## config.mk

```make
export PLATFORM = sky130hd
export DESIGN_NAME = pc_branch_unit
export DESIGN_NICKNAME = d
export VERILOG_FILES = /design/src/rtl/pc_branch_unit.sv
export SDC_FILE = /design/constraint.sdc
export NUM_CORES = 1
export LEC_CHECK = 0
export ABC_CLOCK_PERIOD_IN_PS = 4600
export CORE_MARGIN = 10
export CORE_UTILIZATION = 23
export CTS_CLUSTER_DIAMETER = 50
export DETAILED_ROUTE_END_ITERATION = 7
export PLACE_DENSITY = 0.56
export SYNTH_ARGS = -nofsm -noshare
export SYNTH_HDL_FRONTEND = slang
export SYNTH_SLANG_ARGS = --single-unit
```

## constraint.sdc

```tcl
create_clock -name clk -period 4.6 [get_ports clk]
set_input_delay 0.92 -clock clk [delete_from_list [all_inputs] [get_ports clk]]
set_output_delay 0.92 -clock clk [all_outputs]
set_load 0.02 [all_outputs]
```

## src/rtl/pc_branch_unit.sv

```systemverilog
// pc_branch_unit: RV32I program counter with conditional branch resolution, flush pulse, misalignment halt and branch counters
module pc_branch_unit #(
  parameter logic [31:0] RESET_PC = 32'h0000_0000,
  parameter int CNT_W = 16
) (
  input  logic             clk,
  input  logic             reset,
  input  logic             stall,
  input  logic             branch,
  input  logic [2:0]       funct3,
  input  logic             alu_zero,
  input  logic             alu_lt,
  input  logic             alu_ltu,
  input  logic [31:0]      imm_b,
  output logic [31:0]      pc,
  output logic [31:0]      pc_next,
  output logic             branch_taken,
  output logic             flush,
  output logic             halted,
  output logic [CNT_W-1:0] branch_count,
  output logic [CNT_W-1:0] taken_count
);
  localparam logic RUN  = 1'b0;
  localparam logic HALT = 1'b1;
  logic state;
  logic cond;
  logic [31:0] target;
  logic [31:0] seq;
  logic misaligned;
  always_comb begin
    cond = (funct3 == 3'b000) ? alu_zero :
           (funct3 == 3'b001) ? !alu_zero :
           (funct3 == 3'b100) ? alu_lt :
           (funct3 == 3'b101) ? !alu_lt :
           (funct3 == 3'b110) ? alu_ltu :
           (funct3 == 3'b111) ? !alu_ltu : 1'b0;
    target = pc + imm_b;
    seq = pc + 32'd4;
    branch_taken = branch & cond & (state == RUN);
    pc_next = branch_taken ? target : seq;
    misaligned = branch_taken & (target[1:0] != 2'b00);
  end
  assign halted = (state == HALT);
  always_ff @(posedge clk) begin
    if (reset) begin
      pc <= RESET_PC;
      state <= RUN;
      flush <= 1'b0;
      branch_count <= '0;
      taken_count <= '0;
    end else if (state == RUN && !stall) begin
      if (misaligned) begin
        state <= HALT;
        flush <= 1'b0;
      end else begin
        pc <= pc_next;
        flush <= branch_taken;
        if (branch && branch_count != {CNT_W{1'b1}}) branch_count <= branch_count + 1'b1;
        if (branch_taken && taken_count != {CNT_W{1'b1}}) taken_count <= taken_count + 1'b1;
      end
    end else begin
      flush <= 1'b0;
    end
  end
endmodule

```

=== Word-level counts from Yosys, hierarchy flattened ===
Index checks and enable logic that the tools add are counted.

* Register bits after elaboration: 66
* Input port bits: 42
* Output and inout port bits: 99
* Word-level logic and storage cells: 43

* Add/subtract/negate cells: 4
* Equal/unequal tests: 7
* Mux-type cells: 7
* Bitwise operators: 6
* Reductions and logical operators: 14

{| class="wikitable"
|+ Operator list
! operator !! number
|-
| $add A16 B1 Y16 const B || 2
|-
| $add A32 B3 Y32 const B || 1
|-
| $add A32 B32 Y32 || 1
|-
| $mux W32 || 1
|-
| $ne A16 B16 Y1 const B || 2
|-
| $eq A3 B3 Y1 const B || 4
|-
| $mux W1 || 6
|-
| $reduce_and A3 Y1 || 2
|-
| $logic_not A1 Y1 || 4
|-
| $reduce_and A2 Y1 || 2
|-
| $and A1 B1 Y1 || 3
|-
| $eq A3 B1 Y1 const B || 1
|-
| $logic_and A1 B1 Y1 || 3
|-
| $logic_not A3 Y1 || 1
|-
| $not A1 Y1 || 3
|-
| $reduce_or A3 Y1 || 1
|-
| $reduce_bool A2 Y1 || 1
|}

=== Longest topological paths before layout ===
Gate-level depths: netlist of run 1.

* Depth after elaboration: 12
* Mapped depth: 12
* Mapped depth without buffers: 12

=== Worst setup path after synthesis of run 1 ===
OpenSTA, ideal clock, no wires.

* Path type: input to output
* Start: in imm_b[0]
* End: out pc_next[24]
* Arrival time: 3.212 ns
* Data required time: 3.680 ns
* Setup slack: 0.468 ns
* Cell stages on the path: 12
* Path buffers: 0
* Path through: ha_1 -> inv_1 -> fa_1 -> nand2b_1 -> a21oi_1 -> o41ai_4 -> nor2_1 -> or3_4 -> and3_1 -> a31oi_1 -> xnor2_1 -> o21ai_1

* Cells in the longest elaborated chain, start to end: 2

{| class="wikitable"
|+ Ends and longest elaborated chain
! element !! RTL line !! RTL
|-
| start: declaration || 14 || <nowiki>input logic [31:0] imm_b,</nowiki>
|-
| $add A32 B32 Y32 || 37 || <nowiki>target = pc + imm_b;</nowiki>
|-
| $mux W32 || 40 || <nowiki>pc_next = branch_taken ? target : seq;</nowiki>
|-
| end: declaration || 16 || <nowiki>output logic [31:0] pc_next,</nowiki>
|}

Every way passes these cells.

=== Worst setup path in the final report of run 1 ===
* Start: in imm_b[8]
* End: out pc_next[22]

Same word-level chain as after synthesis.

==> results of run 1 <==
[metrics by stage]
| step | setup TNS (ps) | util | setup WS [ps] | cells | cell area [um2] |
|---|---|---|---|---|---|
| 3_5_place_dp | -9210 | 0.342 | -704 | 1213 | 7710 |
| 6_report | 0 | 0.371 | 67.4 | 1236 | 8350 |
| 2_1_floorplan | 0 | - | 468 | 706 | 5230 |
| 3_3_place_gp | -9000 | 0.342 | -685 | 1213 | 7710 |
| 4_1_cts | -27.6 | 0.363 | -17.2 | 1231 | 8180 |
| 5_1_grt | -152 | 0.371 | -44.8 | 1236 | 8350 |
[repair_timing]
action	in CTS	in global routing
resized for setup	84	36
setup endpoints to repair	23	22
cloned	0	0
setup buffers	2	5
hold buffers	0	0
pin swaps	17	22
[state kept, by name (all words and copies together) (netlist names)]
signal and flops:
taken_count 16, halted 1, pc 32, flush 1
branch_count 16
[area by class of cell]
class,count,area [um2],share of cell area
well taps,285,357,0.0427
multi-input cells,598,4070,0.488
clock inverters,7,80.1,0.00959
flip-flops and latches,66,1320,0.158
repair buffers,254,2220,0.267
inverters,17,66.3,0.00794
clock buffers,9,225,0.0270
[worst paths after layout]
path,end,slack [ps],cells past startpoint
setup / recovery,pc_next[22],70,12
hold / removal,halted$_SDFFE_PP0P_,510,2
setup reg to reg,branch_count[8]$_SDFFE_PP0P_,1520,11
hold reg to reg,halted$_SDFFE_PP0P_,510,2
[placed cells by master (no fill, tap or decap), types with 6 or more instances in the layout]
master           Yosys  routed
a21o_1              15      15
a21oi_1             58      46
a21oi_2              2      11
and2_1               7       7
and3_1              17      16
buf_4                0     118
clkbuf_16            0       9
clkdlybuf4s50_1      0     104
dfxtp_1             66      66
dlygate4sd2_1        0      18
ha_1                34      20
ha_4                 0      10
inv_1               16      15
nand2_1             94      93
nand2b_1             7       6
nand3_1             39      39
nand4_1             12      12
nor2_1              90      90
nor3_1              11      11
o21a_1               6       6
o21ai_0             32      29
o21bai_1             7       6
xnor2_1             37      37
xor2_1              48      47
[metal layers]
layer	up-vias	track usage	share of wire
met5	-	0	0
met2	143	0.232	0.47
met4	0	0.0318	0.011
met3	14	0.0387	0.059
met1	2718	0.180	0.46
li1	2977	-	-
[worst register-to-register path: stages (launching register included)]
cell      delay (ps)
dfxtp_1          390
ha_2             220
inv_2             40
fa_2             530
nand2b_1         140
a41oi_1          320
o21a_1           260
nand3b_1         140
nor3_1           530
nand3_1          180
xor2_1           160
nor2_1            50
[logic make-up after synthesis]
| family | count (synthesis) |
|---|---|
| AO/OA/AOI/OAI | 170 |
| flip-flops | 66 |
| adder cells (fa/ha/maj) | 35 |
| AND/OR/NAND/NOR | 304 |
| XOR/XNOR | 85 |
| multiplexers | 4 |
| buffers and inverters | 42 |
[power groups by stage]
stage               clock network, mW  logic [mW]  registers [mW]
floorplan                           0       0.396           0.669
global placement                    0       0.819           0.642
detailed placement                  0       0.820           0.643
CTS                             0.768       0.833           0.633
global route                    0.790       0.934           0.638
finish                          0.747       0.854           0.633
==> impl_metrics.py, run 1 <==
metrics = {
    "synthesis": {
        "synthesis.area_per_instance_um2": 7.41,
        "synth_seq_area_share": 0.252,
        "synth_nets": 783,
        "synth-edff-count": 0,
        "synth.ff_latch_count": 66,
        "post-synth-top-area-fraction": 0.252,
        "yosys_warnings": 0,
        "netlist_area_um2": 5230,
        "postSynth.asyncResetShare": 0,
        "post_synth_num_cell_types": 63,
        "post_synthesis_share_of_cell_area_spent_on_and_or_nand_and_nor_gates": 0.270,
        "synth_area_leaders": "dfxtp_1 25%, ha_1 8.1%, xor2_1 8.0%",
        "most_instantiated_flip_flop_cell_in_the_synthesis_netlist": "dfxtp_1",
        "dominant_combinational_cell_family_by_area_after_synthesis": "simple AND/OR/NAND/NOR gates",
        "post_synthesis_mux_area_share": 0.00765,
        "ys_top_cells_by_count": "94 x nand2_1, 90 x nor2_1, 66 x dfxtp_1",
        "number_of_standard_cells_after_synthesis": 706,
        "synth_xor_xnor_area_share": 0.142,
        "synth_top_area_cell": "dfxtp_1",
        "synth_compound_gate_area_share": 0.212,
        "yosys.area_share.adder": 0.0851,
        "synth.most_common_cell": "nand2_1",
    },
    "worst_setup_path": {
        "startpoint_type": "input port",
        "slowest_delay_ps": 450,
        "crit_chain": "clkdlybuf4s50_1 -> ha_2 -> a21oi_2 -> o21ai_2 -> a2111oi_4 -> a211oi_2 -> or3_4 -> a31oi_1 -> xnor2_1 -> a21oi_2 -> inv_1 -> dlygate4sd2_1",
        "worst_setup_path_startpoint": "imm_b[8]",
        "critical_path_buf_inv_count": 3,
        "worst-setup-path-type": "in2out",
        "slowest_cell_on_the_critical_path": "clkdlybuf4s50_1",
        "path_max_fanout": 4,
        "cp-end-kind": "output port",
        "crit_top_cell": "a21oi_2",
        "worst_path_dominant_cell_family": "compound AO/OA/AOI/OAI gates",
        "arrival_ps": 3610,
        "cp_data_required_time_ps": 3680,
        "r2r-start": "pc[0]$_SDFFE_PP0P_",
    },
    "timing": {
        "hold_slack_ps": 514,
        "finalCriticalPeriod_ps": 4530,
        "worst-slew-pin-transition_ps": 644,
        "timing.max_slew.rel_slack": 0.567,
        "final_min_period_over_clock_period": 0.985,
        "max_slew_violation_total_from_the_final_report": 0,
        "rsz_0062_raised_after_global_routing": "true",
        "max_clock_freq_mhz": 221,
        "timing.final.setup_violations": 0,
        "hold_violation_total_from_the_final_report": 0,
        "fin_worst_skew_ps": 10.2,
    },
    "layout": {
        "flow.area_growth_from_synthesis_pct": 59.5,
        "num_antenna_cells": 0,
        "design.final.nets": 1023,
        "drive_above_1_share": 0.210,
        "n_fill_cell": 2359,
    },
    "power": {
        "total_switching_power_mw": 0.807,
        "static-leakage-power_nw": 3.47,
        "p_clk_frac": 0.334,
        "power_report.internal_total_mw": 1.43,
        "cellPowerDensity_nw_per_um2": 268,
        "max-vdd-ir-drop_mv": 0.151,
        "swShare": 0.361,
        "report.power.total_mw": 2.23,
        "pwr-share-comb": 0.382,
        "power_frac_seq": 0.283,
    },
    "floorplan": {
        "design.die.area_um2": 29200,
        "core-area_um2": 22500,
        "fp.dieW_um": 171,
        "placement_row_count": 55,
        "top_level_pins": 141,
        "starting_density_of_the_core": 0.233,
        "fp.dieH_um": 171,
    },
    "grt": {
        "grt_max_degree": 43,
        "grt_first_pass_wirelength_um": 32700,
        "initial_antenna_violation_count": 0,
        "number_of_global_route_vias_before_repair": 5796,
        "gr-total-overflow": 0,
        "grt_usage": 0.141,
    },
    "cts": {
        "cts_tree": "built",
        "tritoncts_buffers": 9,
        "cts_htree_levels": 3,
        "cts.root.buffer_cell": "clkbuf_16",
        "cts-root-to-sink-buffers": 2,
        "worstSkewPairLatency_ps": 350,
        "clock_sink_count": 66,
        "clkTransAtPathRegs_ps": 60,
    },
    "route": {
        "routed_wirelength_um": 20800,
        "drt-pass1-iter-count": 5,
        "initialDrtViolationCount": 263,
        "routedWlPerCell_um": 16.8,
        "route.vias.total": 5852,
        "post_drt_via_cell_ratio": 4.73,
        "antenna_left": 0,
        "remaining_drc_errors": 0,
    },
    "place": {
        "half_perimeter_wire_length_after_detailed_placement_um": 15800,
        "buffer_ports.inserted": 140,
        "gpl.final_weighted_congestion": 0.866,
    },
    "run_status": {
        "status": "complete, no violations",
    },
    "hold_path": {
        "hold_start": "halted$_SDFFE_PP0P_",
        "hp-class": "reg2reg",
    },
    "run": {
        "maxCapViolations": 0,
    },
}
(Power assumes the default switching activity.)
==> run 2, diff against run 1 <==
CTS_CLUSTER_SIZE = 30   (was unset)
==> results of run 2 <==
Final layout, timing and power as in run 1 (identical DEF).
==> run 3, diff against run 2 <==
ABC_CLOCK_PERIOD_IN_PS = 5600   (was 4600)
GPL_ROUTABILITY_DRIVEN = 1   (was unset)
clock period = 5.6 ns   (was 4.6 ns; I/O delays follow)
==> impl_metrics.py, run 3 (synthesis results as in run 1) <==
metrics = {
    "run_status": {
        "status": "complete, no violations",
    },
    "place": {
        "gpl.final_weighted_congestion": 0.859,
        "place_inst": 1142,
        "buffer_ports.inserted": 140,
        "place_worst_setup_slack_ps": -95.9,
        "postPlaceCellArea_um2": 7190,
        "half_perimeter_wire_length_after_detailed_placement_um": 14800,
    },
    "floorplan": {
        "starting_density_of_the_core": 0.233,
        "design.die.area_um2": 29200,
        "fp.dieW_um": 171,
        "top_level_pins": 141,
        "fp.dieH_um": 171,
        "core-area_um2": 22500,
        "placement_row_count": 55,
    },
    "cts": {
        "clkTransAtPathRegs_ps": 60,
        "cts_tree": "built",
        "cts_htree_levels": 3,
        "cts-root-to-sink-buffers": 2,
        "clock_sink_count": 66,
        "tritoncts_buffers": 9,
        "cts.root.buffer_cell": "clkbuf_16",
        "cts-hold-fix-buffers": 0,
        "worstSkewPairLatency_ps": 340,
    },
    "route": {
        "routed_wirelength_um": 19200,
        "route.vias.total": 5480,
        "antenna_left": 0,
        "routedWlPerCell_um": 16.6,
        "post_drt_via_cell_ratio": 4.73,
        "drt-pass1-iter-count": 5,
        "remaining_drc_errors": 0,
        "initialDrtViolationCount": 263,
    },
    "worst_setup_path": {
        "worst-setup-path-type": "in2out",
        "cp_data_required_time_ps": 4480,
        "reg2reg_depth": 11,
        "arrival_ps": 4230,
        "path_max_fanout": 4,
        "slowest_delay_ps": 600,
        "slowest_cell_on_the_critical_path": "clkdlybuf4s50_1",
        "cp-end-kind": "output port",
        "crit_chain": "clkdlybuf4s50_1 -> ha_1 -> a21oi_2 -> o21ai_1 -> a2111oi_2 -> a211oi_1 -> or3_4 -> a31oi_1 -> xnor2_1 -> a21oi_1 -> inv_1 -> clkdlybuf4s50_1",
        "crit_top_cell": "clkdlybuf4s50_1",
        "startpoint_type": "input port",
    },
    "timing": {
        "hold_violation_total_from_the_final_report": 0,
        "max_slew_violation_total_from_the_final_report": 0,
        "post-route-worst-setup-slack_ps": 246,
        "timing.setup.tns_ps": 0,
        "fin_worst_skew_ps": 8.24,
        "timing.max_slew.rel_slack": 0.501,
        "max_clock_freq_mhz": 187,
        "hold_slack_ps": 499,
        "finalCriticalPeriod_ps": 5350,
        "worst-slew-pin-transition_ps": 749,
        "timing.final.setup_violations": 0,
        "final_min_period_over_clock_period": 0.956,
        "rsz_0062_raised_after_global_routing": "false",
    },
    "layout": {
        "layout_common_cells": "129 x clkdlybuf4s50_1, 94 x nand2_1, 90 x nor2_1",
        "post_route_utilization": 0.335,
        "design.final.nets": 946,
        "sequential_cell_area_um2": 1320,
        "largest_reg_flops": 32,
        "finish.cell_count_without_fillers": 1159,
        "flow.area_growth_from_synthesis_pct": 44.2,
        "final_design_area_no_fill_um2": 7550,
        "registers.top_by_ff_count": "pc",
        "drive_above_1_share": 0.0824,
        "n_fill_cell": 2347,
        "reg.largest.list": "pc: 32 flops, branch_count: 16 flops, taken_count: 16 flops",
        "footprint_of_the_multi_input_gates_um2": 3780,
        "num_antenna_cells": 0,
        "layout.cells.most_common": "clkdlybuf4s50_1",
    },
    "power": {
        "cellPowerDensity_nw_per_um2": 231,
        "report.power.total_mw": 1.74,
        "swShare": 0.354,
        "max-vdd-ir-drop_mv": 0.127,
        "power_report.internal_total_mw": 1.13,
        "static-leakage-power_nw": 3.09,
        "power_frac_seq": 0.301,
        "pwr-share-comb": 0.346,
        "total_switching_power_mw": 0.617,
        "p_clk_frac": 0.353,
    },
    "grt": {
        "grt_usage": 0.130,
        "number_of_global_route_vias_before_repair": 5301,
        "grt_max_degree": 64,
        "gr-total-overflow": 0,
        "grt_first_pass_wirelength_um": 29900,
        "initial_antenna_violation_count": 0,
    },
    "hold_path": {
        "min_path_cells": 2,
        "hp-class": "reg2reg",
    },
    "run": {
        "maxCapViolations": 0,
    },
}
==> run 3: worst paths after layout <==
kind                                    start                     endpoint  slack [ps]
setup / recovery                     imm_b[9]                  pc_next[22]         250
hold reg to reg   taken_count[9]$_SDFFE_PP0P_  taken_count[9]$_SDFFE_PP0P_         500
hold / removal    taken_count[9]$_SDFFE_PP0P_  taken_count[9]$_SDFFE_PP0P_         500
setup reg to reg           pc[0]$_SDFFE_PP0P_  taken_count[8]$_SDFFE_PP0P_        2480
==> run 3: what timing repair did <==
action,4_1_cts,5_1_grt
pin swaps,1,0
cloned,0,0
buffers inserted,1,0
endpoints found under the setup margin,4,9
resized for setup,4,12
==> run 3: power groups by stage <==
| stage | registers (mW) | clock network (mW) | logic (mW) |
|---|---|---|---|
| 3_5_place_dp | 0.535 | 0 | 0.607 |
| 4_1_cts | 0.525 | 0.631 | 0.611 |
| 3_3_place_gp | 0.535 | 0 | 0.608 |
| 5_1_grt | 0.529 | 0.643 | 0.661 |
| 2_1_floorplan | 0.550 | 0 | 0.326 |
| 6_report | 0.525 | 0.615 | 0.603 |
==> run 3: critical path, delay by kind of cell <==
| family | cells | cell delay (ps) |
|---|---|---|
| buffers and inverters | 3 | 1080 |
| AO/OA/AOI/OAI | 6 | 1090 |
| XOR/XNOR | 1 | 150 |
| adder cells (fa/ha/maj) | 1 | 380 |
| AND/OR/NAND/NOR | 1 | 410 |
==> run 3: metal layers <==
| layer | wire (um) | vias up | global-route usage |
|---|---|---|---|
| li1 | - | 2823 | - |
| met3 | 1260 | 14 | 0.0385 |
| met2 | 8910 | 120 | 0.212 |
| met1 | 8860 | 2523 | 0.163 |
| met5 | 0 | - | 0 |
| met4 | 204 | 0 | 0.0340 |
==> run 3: area by class of cell <==
cell class	count	share of cell area
clock buffer	10	0.0317
timing repair buffer	177	0.227
inverter	17	0.00846
clock inverter	6	0.00962
sequential	66	0.175
tap	285	0.0473
multi-input combinational	598	0.501
